File: config.mk
export PLATFORM = sky130hd
export DESIGN_NAME = noc_inject_sched
export DESIGN_NICKNAME = d
export VERILOG_FILES = /design/src/rtl/noc_inject_sched.sv
export SDC_FILE = /design/constraint.sdc
export NUM_CORES = 1
export LEC_CHECK = 0
export ABC_AREA = 0
export ABC_CLOCK_PERIOD_IN_PS = 6120
export BUFFER_PORTS_ARGS = -buffer_cell sky130_fd_sc_hd__buf_2
export CAP_MARGIN = 5
export CORE_MARGIN = 4
export CORE_UTILIZATION = 40
export DETAILED_ROUTE_END_ITERATION = 10
export GPL_ROUTABILITY_DRIVEN = 1
export GPL_TIMING_DRIVEN = 0
export PLACE_DENSITY = 0.76
export RECOVER_POWER = 100
export SYNTH_ARGS = -nofsm -noshare
export SYNTH_HDL_FRONTEND = slang
export SYNTH_SLANG_ARGS = --single-unit
File: constraint.sdc
create_clock -name CLK -period 6.12 [get_ports CLK]
set_input_delay 0.306 -clock CLK [delete_from_list [all_inputs] [get_ports CLK]]
set_output_delay 0.306 -clock CLK [all_outputs]
set_load 0.05 [all_outputs]
File: src/rtl/noc_inject_sched.sv
// noc_inject_sched: round-robin, credit-limited flit injection into one
// NoC ingress channel, with a watchdog that drops stalled transfers.
module noc_inject_sched #(
    parameter int NUM_SRC = 16,
    parameter int FLIT_W  = 9,
    parameter int MAX_OUT = 3,
    parameter int TIMEOUT = 64
) (
    input  logic                         CLK,
    input  logic                         RESET,
    input  logic [NUM_SRC-1:0]           req,
    input  logic [NUM_SRC*FLIT_W-1:0]    req_flit,
    output logic [NUM_SRC-1:0]           gnt,
    output logic                         out_valid,
    output logic [FLIT_W-1:0]            out_flit,
    output logic [$clog2(NUM_SRC)-1:0]   out_src,
    input  logic                         out_ready,
    input  logic [NUM_SRC-1:0]           ack_in,
    input  logic [NUM_SRC-1:0]           err_in,
    output logic                         timeout,
    output logic [7:0]                   err_cnt,
    output logic                         cred_ovf,
    output logic                         busy
);

    localparam int SRC_W = $clog2(NUM_SRC);
    localparam int CW    = $clog2(MAX_OUT + 1);
    localparam int WD_W  = $clog2(TIMEOUT);

    typedef enum logic {
        IDLE,
        SEND
    } state_t;

    state_t             state;
    state_t             nxt_state;
    logic [SRC_W-1:0]   rr_ptr;
    logic [SRC_W-1:0]   nxt_rr;
    logic [SRC_W-1:0]   win;
    logic [SRC_W-1:0]   idx;
    logic               found;
    logic [CW-1:0]      credit [NUM_SRC];
    logic [CW-1:0]      nxt_credit [NUM_SRC];
    logic [WD_W-1:0]    wd;
    logic [WD_W-1:0]    nxt_wd;
    logic [NUM_SRC-1:0] elig;
    logic [NUM_SRC-1:0] nxt_gnt;
    logic [FLIT_W-1:0]  nxt_flit;
    logic [SRC_W-1:0]   nxt_src;
    logic               cap;
    logic               drop;
    logic               nxt_ovf;
    logic [7:0]         nxt_err;
    logic [SRC_W:0]     err_pop;
    logic [8:0]         err_sum;
    logic [CW+1:0]      csum;

    assign out_valid = (state == SEND);
    assign busy      = (state == SEND);

    // A source may compete only while it requests and holds a credit.
    always_comb begin
        elig = '0;
        for (int i = 0; i < NUM_SRC; i++)
            elig[i] = req[i] && (credit[i] != '0);
    end

    // First eligible source after rr_ptr, wrapping; rr_ptr itself is last.
    always_comb begin
        win   = '0;
        found = 1'b0;
        idx   = '0;
        for (int k = 0; k < NUM_SRC; k++) begin
            idx = rr_ptr + SRC_W'(k + 1);
            if (!found && elig[idx]) begin
                win   = idx;
                found = 1'b1;
            end
        end
    end

    // Next state and capture/complete/drop decisions.
    always_comb begin
        nxt_state = state;
        nxt_rr    = rr_ptr;
        nxt_wd    = wd;
        nxt_gnt   = '0;
        nxt_flit  = out_flit;
        nxt_src   = out_src;
        cap       = 1'b0;
        drop      = 1'b0;
        unique case (state)
            IDLE: begin
                if (found) begin
                    cap       = 1'b1;
                    nxt_flit  = req_flit[win*FLIT_W +: FLIT_W];
                    nxt_src   = win;
                    nxt_gnt   = NUM_SRC'(1) << win;
                    nxt_wd    = '0;
                    nxt_state = SEND;
                end
            end
            SEND: begin
                if (out_ready) begin
                    nxt_rr    = out_src;
                    nxt_state = IDLE;
                end else if (wd == WD_W'(TIMEOUT - 1)) begin
                    drop      = 1'b1;
                    nxt_rr    = out_src;
                    nxt_state = IDLE;
                end else begin
                    nxt_wd = wd + 1'b1;
                end
            end
            default: nxt_state = IDLE;
        endcase
    end

    // Per-source credit update; overflow clamps and is flagged sticky.
    always_comb begin
        nxt_ovf = cred_ovf;
        csum    = '0;
        for (int i = 0; i < NUM_SRC; i++) begin
            csum = (CW+2)'(credit[i])
                 + (CW+2)'(ack_in[i] | err_in[i])
                 + (CW+2)'(drop && (out_src == SRC_W'(i)))
                 - (CW+2)'(cap && (win == SRC_W'(i)));
            if (csum > (CW+2)'(MAX_OUT)) begin
                nxt_credit[i] = CW'(MAX_OUT);
                nxt_ovf       = 1'b1;
            end else begin
                nxt_credit[i] = csum[CW-1:0];
            end
        end
    end

    // Saturating accumulation of error pulses.
    always_comb begin
        err_pop = '0;
        for (int i = 0; i < NUM_SRC; i++)
            err_pop = err_pop + (SRC_W+1)'(err_in[i]);
        err_sum = {1'b0, err_cnt} + 9'(err_pop);
        nxt_err = err_sum[8] ? 8'hFF : err_sum[7:0];
    end

    // State register.
    always_ff @(posedge CLK) begin
        if (RESET)
            state <= IDLE;
        else
            state <= nxt_state;
    end

    // Datapath, credits and status registers.
    always_ff @(posedge CLK) begin
        if (RESET) begin
            rr_ptr   <= SRC_W'(NUM_SRC - 1);
            wd       <= '0;
            gnt      <= '0;
            out_flit <= '0;
            out_src  <= '0;
            timeout  <= 1'b0;
            err_cnt  <= '0;
            cred_ovf <= 1'b0;
            for (int i = 0; i < NUM_SRC; i++)
                credit[i] <= CW'(MAX_OUT);
        end else begin
            rr_ptr   <= nxt_rr;
            wd       <= nxt_wd;
            gnt      <= nxt_gnt;
            out_flit <= nxt_flit;
            out_src  <= nxt_src;
            timeout  <= drop;
            err_cnt  <= nxt_err;
            cred_ovf <= nxt_ovf;
            for (int i = 0; i < NUM_SRC; i++)
                credit[i] <= nxt_credit[i];
        end
    end

endmodule

==> key figures, run 1 <==
Run status
  – Status: complete, but fails checks
  – Violations in the final reports: setup timing

Final layout
  – Share of layout cells above drive strength 1: ~34%
  – Syn-to-layout area delta: 32.3%
  – Antenna fix cells: 0
  – Commonest non-fill, non-tap cell in the layout: buf_2
  – Fill cell count: 1938
  – Top library cells by usage in the layout, fill and taps aside: buf_2 (197), nand2_1 (108), nor2_1 (85)
  – # nets final: 1640
  – Layout Cells excl Fill: 1622

Yosys
  – Mapped Avg Cell Area: 8.68 um2
  – Synthesized net count: around 1300
  – Post-synthesis instance area: roughly 0.009 mm2
  – Number of flip-flops and latches in the synthesized netlist: 82
  – Cells after synthesis: 1033
  – Most frequently used flop master after synthesis: dfxtp_1
  – Number of enable-type register cells in the synthesized netlist: 0
  – Yosys top cell area share: 18.3%
  – Distinct cell type count of the synthesized netlist: 73
  – Fraction of synthesis flops using an asynchronous set or reset pin: 0%
  – Largest cells by area after synthesis: dfxtp_1 (18%), fa_1 (9.8%), ha_1 (8.9%)
  – Area leader, netlist: dfxtp_1
  – Portion of the post-synthesis area used by sequential elements: between 15 and 20%
  – Yosys warns: 0

Global routing
  – Peak-usage layer in the global routing report: met2
  – Number of antenna violations at the first check in global routing: 0
  – Vias in the first global route: 8954
  – Met2 Use GR: 41.6%
  – Total grt overflow: 0
  – Maximum number of pins on one net before global-route repair: 19
  – Total global-route track usage: 25.2%
  – Global Route met3 Usage: 3.75%
  – Global-route wire length before repair: ~50000 um
  – Met1 Use GR: 33.6%

Timing
  – Slew Limit Headroom: approximately 46%
  – Slack of the critical path: -10.6 ps
  – Fin Setup TNS: -10.6 ps
  – Hold Violations, Final: 0
  – Share of the cycle needed by the critical path after routing: 100%
  – Crit path time final: 6130 ps
  – Fmax: 163 MHz
  – Post-Route Hold Slack: 337 ps
  – Clock skew: 12.8 ps
  – Slew at the pin closest to its max-slew limit: 810 ps
  – Number of failing setup endpoints in the final timing report: 1
  – Unrepaired setup endpoints after global routing: true
  – Count of final max-slew check failures: 0

Die
  – Die span in x: approximately 160 um
  – Vertical die dimension: 158 um
  – Top-level I/O count: 236
  – CORE AREA: 0.0220 mm2
  – Starting utilization of the core area: 40.8%
  – Overall die area: 0.0249 mm2
  – Row cnt: 54

CTS
  – Clock transition at the register clock pins on the worst setup and hold paths after CTS: roughly 60 ps
  – Clock Sink Count: 82
  – Buffer type at the clock tree root: clkbuf_16
  – CTS tree: yes
  – H-Tree Depth: 3
  – Buffers from clock root to sink, at most: 2
  – CTS Buf Count: 9
  – Later-pin clock latency in the skew report: 340 ps

Routing
  – Wirelength, routed: 33900 um
  – Number of antenna-violating nets in the routed design: 0
  – Vias after detailed routing: roughly 9600
  – Starting DRT DRC Count: 1008
  – Remaining design rule violation count: 0
  – Per-cell routed wire length: about 21 um
  – First-pass detailed-route iteration total: 5
  – Post-DR vias/cell: 5.89

Worst hold path
  – Hold Crit Class: input port to register

Run
  – Max cap viols: 0

Placement
  – Port Buf Inserts: 234
  – Total half-perimeter wirelength after legalization and detailed placement: 25800 um
  – Final weighted congestion in routability-driven placement: 0.967
  – Worst setup timing slack at the placement stage: -1590 ps
  – Number of placed instances with taps included: 1547

Setup path
  – Worst setup path class: register to register
  – Critical path data arrival time: around 6300 ps
  – Critical path startpoint category: register
  – Data required time at the worst endpoint: 6320 ps
  – Most repeated library cell on the critical path: buf_6
  – Max stage delay cell, worst path: mux4_2
  – Delay of the slowest cell on the worst path: 550 ps
  – CP endpoint kind: register
  – Critical path peak fanout: 10

Pwr
  – Cell area power density: 453 mW/mm2
  – Standby leakage power: 5.29 nW
  – PnR Total Power: ~5.4 mW
  – Worst VDD drop: 0.320 mV
[state kept, by name, indices dropped and copies added, names as in the netlist, 4 cells and up]
register,flops
gnt,16
credit,32
rr_ptr,4
out_src,4
out_flit,9
err_cnt,8
wd,6
[worst paths after layout]
check,to,startpoint,cells after the start,slack (ps)
setup / recovery,cred_ovf$_SDFFE_PP0P_,rr_ptr[1]$_SDFFE_PP1P_,29,-10
hold / removal,timeout$_SDFF_PP0_,out_ready,3,340
setup reg to reg,cred_ovf$_SDFFE_PP0P_,rr_ptr[1]$_SDFFE_PP1P_,29,-10
hold reg to reg,wd[5]$_SDFFE_PP0P_,wd[5]$_SDFFE_PP0P_,2,520
[per-stage QoR]
step                      util, %  instance area (um2)
after floorplan                 -                 8970
after global placement       47.8                10500
after detailed placement     47.8                10500
after CTS                    52.4                11500
after global routing         54.0                11900
final                        54.0                11900
[power breakdown]
part           internal, mW  switching (mW)  leakage, nW
combinational          1.65            2.29         4.48
sequential            0.709           0.178        0.673
clock                 0.319           0.226        0.140
[what timing repair did]
action | 4_1_cts | 5_1_grt
cloned | 0 | 0
hold buffers | 0 | 0
setup buffers | 35 | 32
setup endpoints to repair | 33 | 21
gates resized for setup | 117 | 47
pin swaps | 25 | 36
[cells by family after synthesis]
logic type	after synthesis	synth area share, %
AND/OR/NAND/NOR	373	20.4
buffers and inverters	126	6.32
flip-flops	82	18.3
multiplexers	93	15.6
XOR/XNOR	38	3.71
adder cells (fa/ha/maj)	108	18.7
AO/OA/AOI/OAI	213	16.9
[synth_stat cells, types with 24 or more instances]
library cell and n:
or3_1 36, clkbuf_1 25, ha_1 64, a21oi_1 40, o21ai_0 24, o22ai_1 31, xor2_1 25, fa_1 44
nand2_1 114, inv_1 69, nor2_1 90, mux2i_1 41, mux4_2 25, dfxtp_1 82
[worst max-delay path, delay by kind of cell (launching register included)]
| kind | cells | cell delay, ps |
|---|---|---|
| adder cells (fa/ha/maj) | 4 | 1210 |
| AO/OA/AOI/OAI | 7 | 1450 |
| AND/OR/NAND/NOR | 7 | 1040 |
| flip-flops | 1 | 330 |
| buffers and inverters | 9 | 1230 |
| XOR/XNOR | 1 | 150 |
| multiplexers | 1 | 550 |
[per-layer routing]
metal | routed length [um] | part of all wire, % | up-vias
li1 | - | - | 4319
met4 | 1290 | 3.8 | 0
met5 | 0 | 0 | -
met3 | 2630 | 7.7 | 93
met2 | 16600 | 49 | 547
met1 | 13400 | 40 | 4594
[final cells by class]
cell class | count | area (um2) | share of cell area, %
buffer | 44 | 364 | 3.07
clock buffer | 11 | 233 | 1.96
clock inverter | 5 | 63.8 | 0.538
multi-input combinational | 825 | 7260 | 61.2
tap | 280 | 350 | 2.95
inverter | 74 | 308 | 2.59
sequential | 82 | 1640 | 13.9
timing repair buffer | 301 | 1640 | 13.8
(Power assumes the default switching activity.)
==> run 2, diff against run 1 <==
Settings changed: CORE_UTILIZATION 40 to 50, PLACE_DENSITY 0.76 to 0.89.
==> key figures, run 2 (synthesis gave the netlist of run 1 again) <==
Routing
  – Remaining design rule violation count: 0
  – Per-cell routed wire length: 21.8 um
  – Post-DR vias/cell: 6.24
  – Vias after detailed routing: just under 10000
  – Number of antenna-violating nets in the routed design: 0
  – First-pass detailed-route iteration total: 6
  – Wirelength, routed: 34000 um
  – Starting DRT DRC Count: 1107

Final layout
  – Leading registers by flop count: credit (32), gnt (16), out_flit (9)
  – Top library cells by usage in the layout, fill and taps aside: buf_2 (197), nand2_1 (108), nor2_1 (84)
  – # nets final: 1637
  – Antenna fix cells: 0
  – Final Core Density: 66.8%
  – Share of layout cells above drive strength 1: between 30% and 40%
  – Syn-to-layout area delta: 29.7%
  – Max reg flops: 32
  – Register with the most flip-flops: credit
  – Commonest non-fill, non-tap cell in the layout: buf_2
  – Fill cell count: 1271

Placement
  – Total half-perimeter wirelength after legalization and detailed placement: 24900 um
  – Final weighted congestion in routability-driven placement: 0.962
  – Port Buf Inserts: 234

Setup path
  – Critical path startpoint category: register
  – Delay of the slowest cell on the worst path: 550 ps
  – CP endpoint kind: register
  – Max stage delay cell, worst path: mux4_2
  – Most repeated library cell on the critical path: buf_6
  – Worst setup path class: register to register
  – Data required time at the worst endpoint: 6320 ps
  – Critical path data arrival time: 6510 ps
  – Critical path peak fanout: 10

Pwr
  – Clk pwr share: 9.3%
  – Standby leakage power: roughly 5.2 nW
  – Cell area power density: approximately 460 mW/mm2
  – Cell internal pwr: 2.64 mW
  – Fraction of power consumed by sequential logic: roughly 17%
  – Worst VDD drop: 0.335 mV
  – Combinational fraction of design power: approximately three quarters
  – Net switching power of the design: 2.72 mW
  – Switch share: 50.8%

Run
  – Max cap viols: 0

Timing
  – Share of the cycle needed by the critical path after routing: 103%
  – Count of final max-slew check failures: 0
  – Slew at the pin closest to its max-slew limit: 815 ps
  – Slew Limit Headroom: 45.6%
  – Unrepaired setup endpoints after global routing: true
  – Clock skew: between 9 and 10 ps
  – Slack of the critical path: -193 ps
  – Number of failing setup endpoints in the final timing report: 1
  – Hold Violations, Final: 0
  – Crit path time final: 6310 ps
  – Fmax: 158 MHz
  – Fin Setup TNS: -193 ps

CTS
  – Later-pin clock latency in the skew report: 350 ps
  – Clock Sink Count: 82
  – CTS tree: yes
  – H-Tree Depth: 3
  – Buffer type at the clock tree root: clkbuf_16
  – CTS Buf Count: 9
  – Buffers from clock root to sink, at most: 2
  – Clock transition at the register clock pins on the worst setup and hold paths after CTS: roughly 60 ps

Die
  – Overall die area: approximately 0.020 mm2
  – Die span in x: 142 um
  – CORE AREA: 0.0174 mm2
  – Top-level I/O count: roughly 240
  – Vertical die dimension: between 100 and 150 um
  – Starting utilization of the core area: 51.5%
  – Row cnt: 48

Global routing
  – Total global-route track usage: 31.6%
  – Peak-usage layer in the global routing report: met2
  – Maximum number of pins on one net before global-route repair: 20
  – Vias in the first global route: 9540
  – Global Route met3 Usage: 6.49%
  – Number of antenna violations at the first check in global routing: 0
  – Total grt overflow: 0
  – Met2 Use GR: 52.0%
  – Met1 Use GR: approximately 40%
  – Global-route wire length before repair: 50300 um

Run status
  – Status: complete, but fails checks
  – Violations in the final reports: setup timing

Worst hold path
  – Hold Crit Class: input port to register
## run 2: routing by layer
layer	vias up	routed length (um)	share of wire (%)
met3	167	3300	9.7
met2	633	16100	47
li1	4311	-	-
met5	-	0	0
met1	4641	12600	37
met4	0	1990	5.8
## run 2: per-stage QoR
step | power (mW) | hold slack (ps) | area (um2) | worst slack (ps) | cells
final | 5.36 | 354 | 11600 | -193 | 1562
after global routing | 5.66 | 359 | 11600 | -315 | 1562
after CTS | 5.12 | 322 | 11400 | 25.5 | 1543
after detailed placement | 4.13 | 505 | 10400 | -1690 | 1492
after global placement | 3.99 | 496 | 10400 | -1580 | 1492
after floorplan | 3.26 | 472 | 8970 | 4.58 | 1033
## run 2: critical path: cells and delay by family (launching register included)
kind	cells	cell delay [ps]
buffers and inverters	7	940
multiplexers	2	1090
AND/OR/NAND/NOR	8	1520
flip-flops	1	350
XOR/XNOR	1	160
AO/OA/AOI/OAI	4	800
adder cells (fa/ha/maj)	4	1260
## run 2: repair_timing
item,in CTS,in global routing
setup endpoints to repair,33,12
gates resized for setup,109,36
cloned,0,0
buffers inserted,44,22
hold buffers,0,0
hold endpoints to repair,0,0
pin swaps,25,30
## run 2: cell type report
cell class / count / area [um2] / share of cell area, %
well taps: 225 / 282 / 2.42
repair buffers: 300 / 1650 / 14.2
inverters: 74 / 313 / 2.69
multi-input cells: 825 / 7170 / 61.6
clock inverters: 5 / 33.8 / 0.290
flip-flops and latches: 82 / 1650 / 14.2
clock buffers: 9 / 225 / 1.94
plain buffers: 42 / 315 / 2.71
## run 2: final timing paths
path                            depth (start not counted)  slack, ps                    end                   start
worst min register to register                          2        530     wd[5]$_SDFFE_PP0P_      wd[5]$_SDFFE_PP0P_
worst max-delay path                                   26       -190  cred_ovf$_SDFFE_PP0P_  rr_ptr[0]$_SDFFE_PP1P_
worst max register to register                         26       -190  cred_ovf$_SDFFE_PP0P_  rr_ptr[0]$_SDFFE_PP1P_
worst min-delay path                                    3        350     timeout$_SDFF_PP0_               out_ready
## run 2: power by group through the flow
| stage | Combinational [mW] | Clock (mW) | Sequential, mW |
|---|---|---|---|
| detailed placement | 3.25 | 0 | 0.880 |
| CTS | 3.76 | 0.489 | 0.874 |
| global route | 4.24 | 0.516 | 0.906 |
| floorplan | 2.20 | 0 | 1.06 |
| global placement | 3.12 | 0 | 0.872 |
| finish | 3.97 | 0.500 | 0.888 |
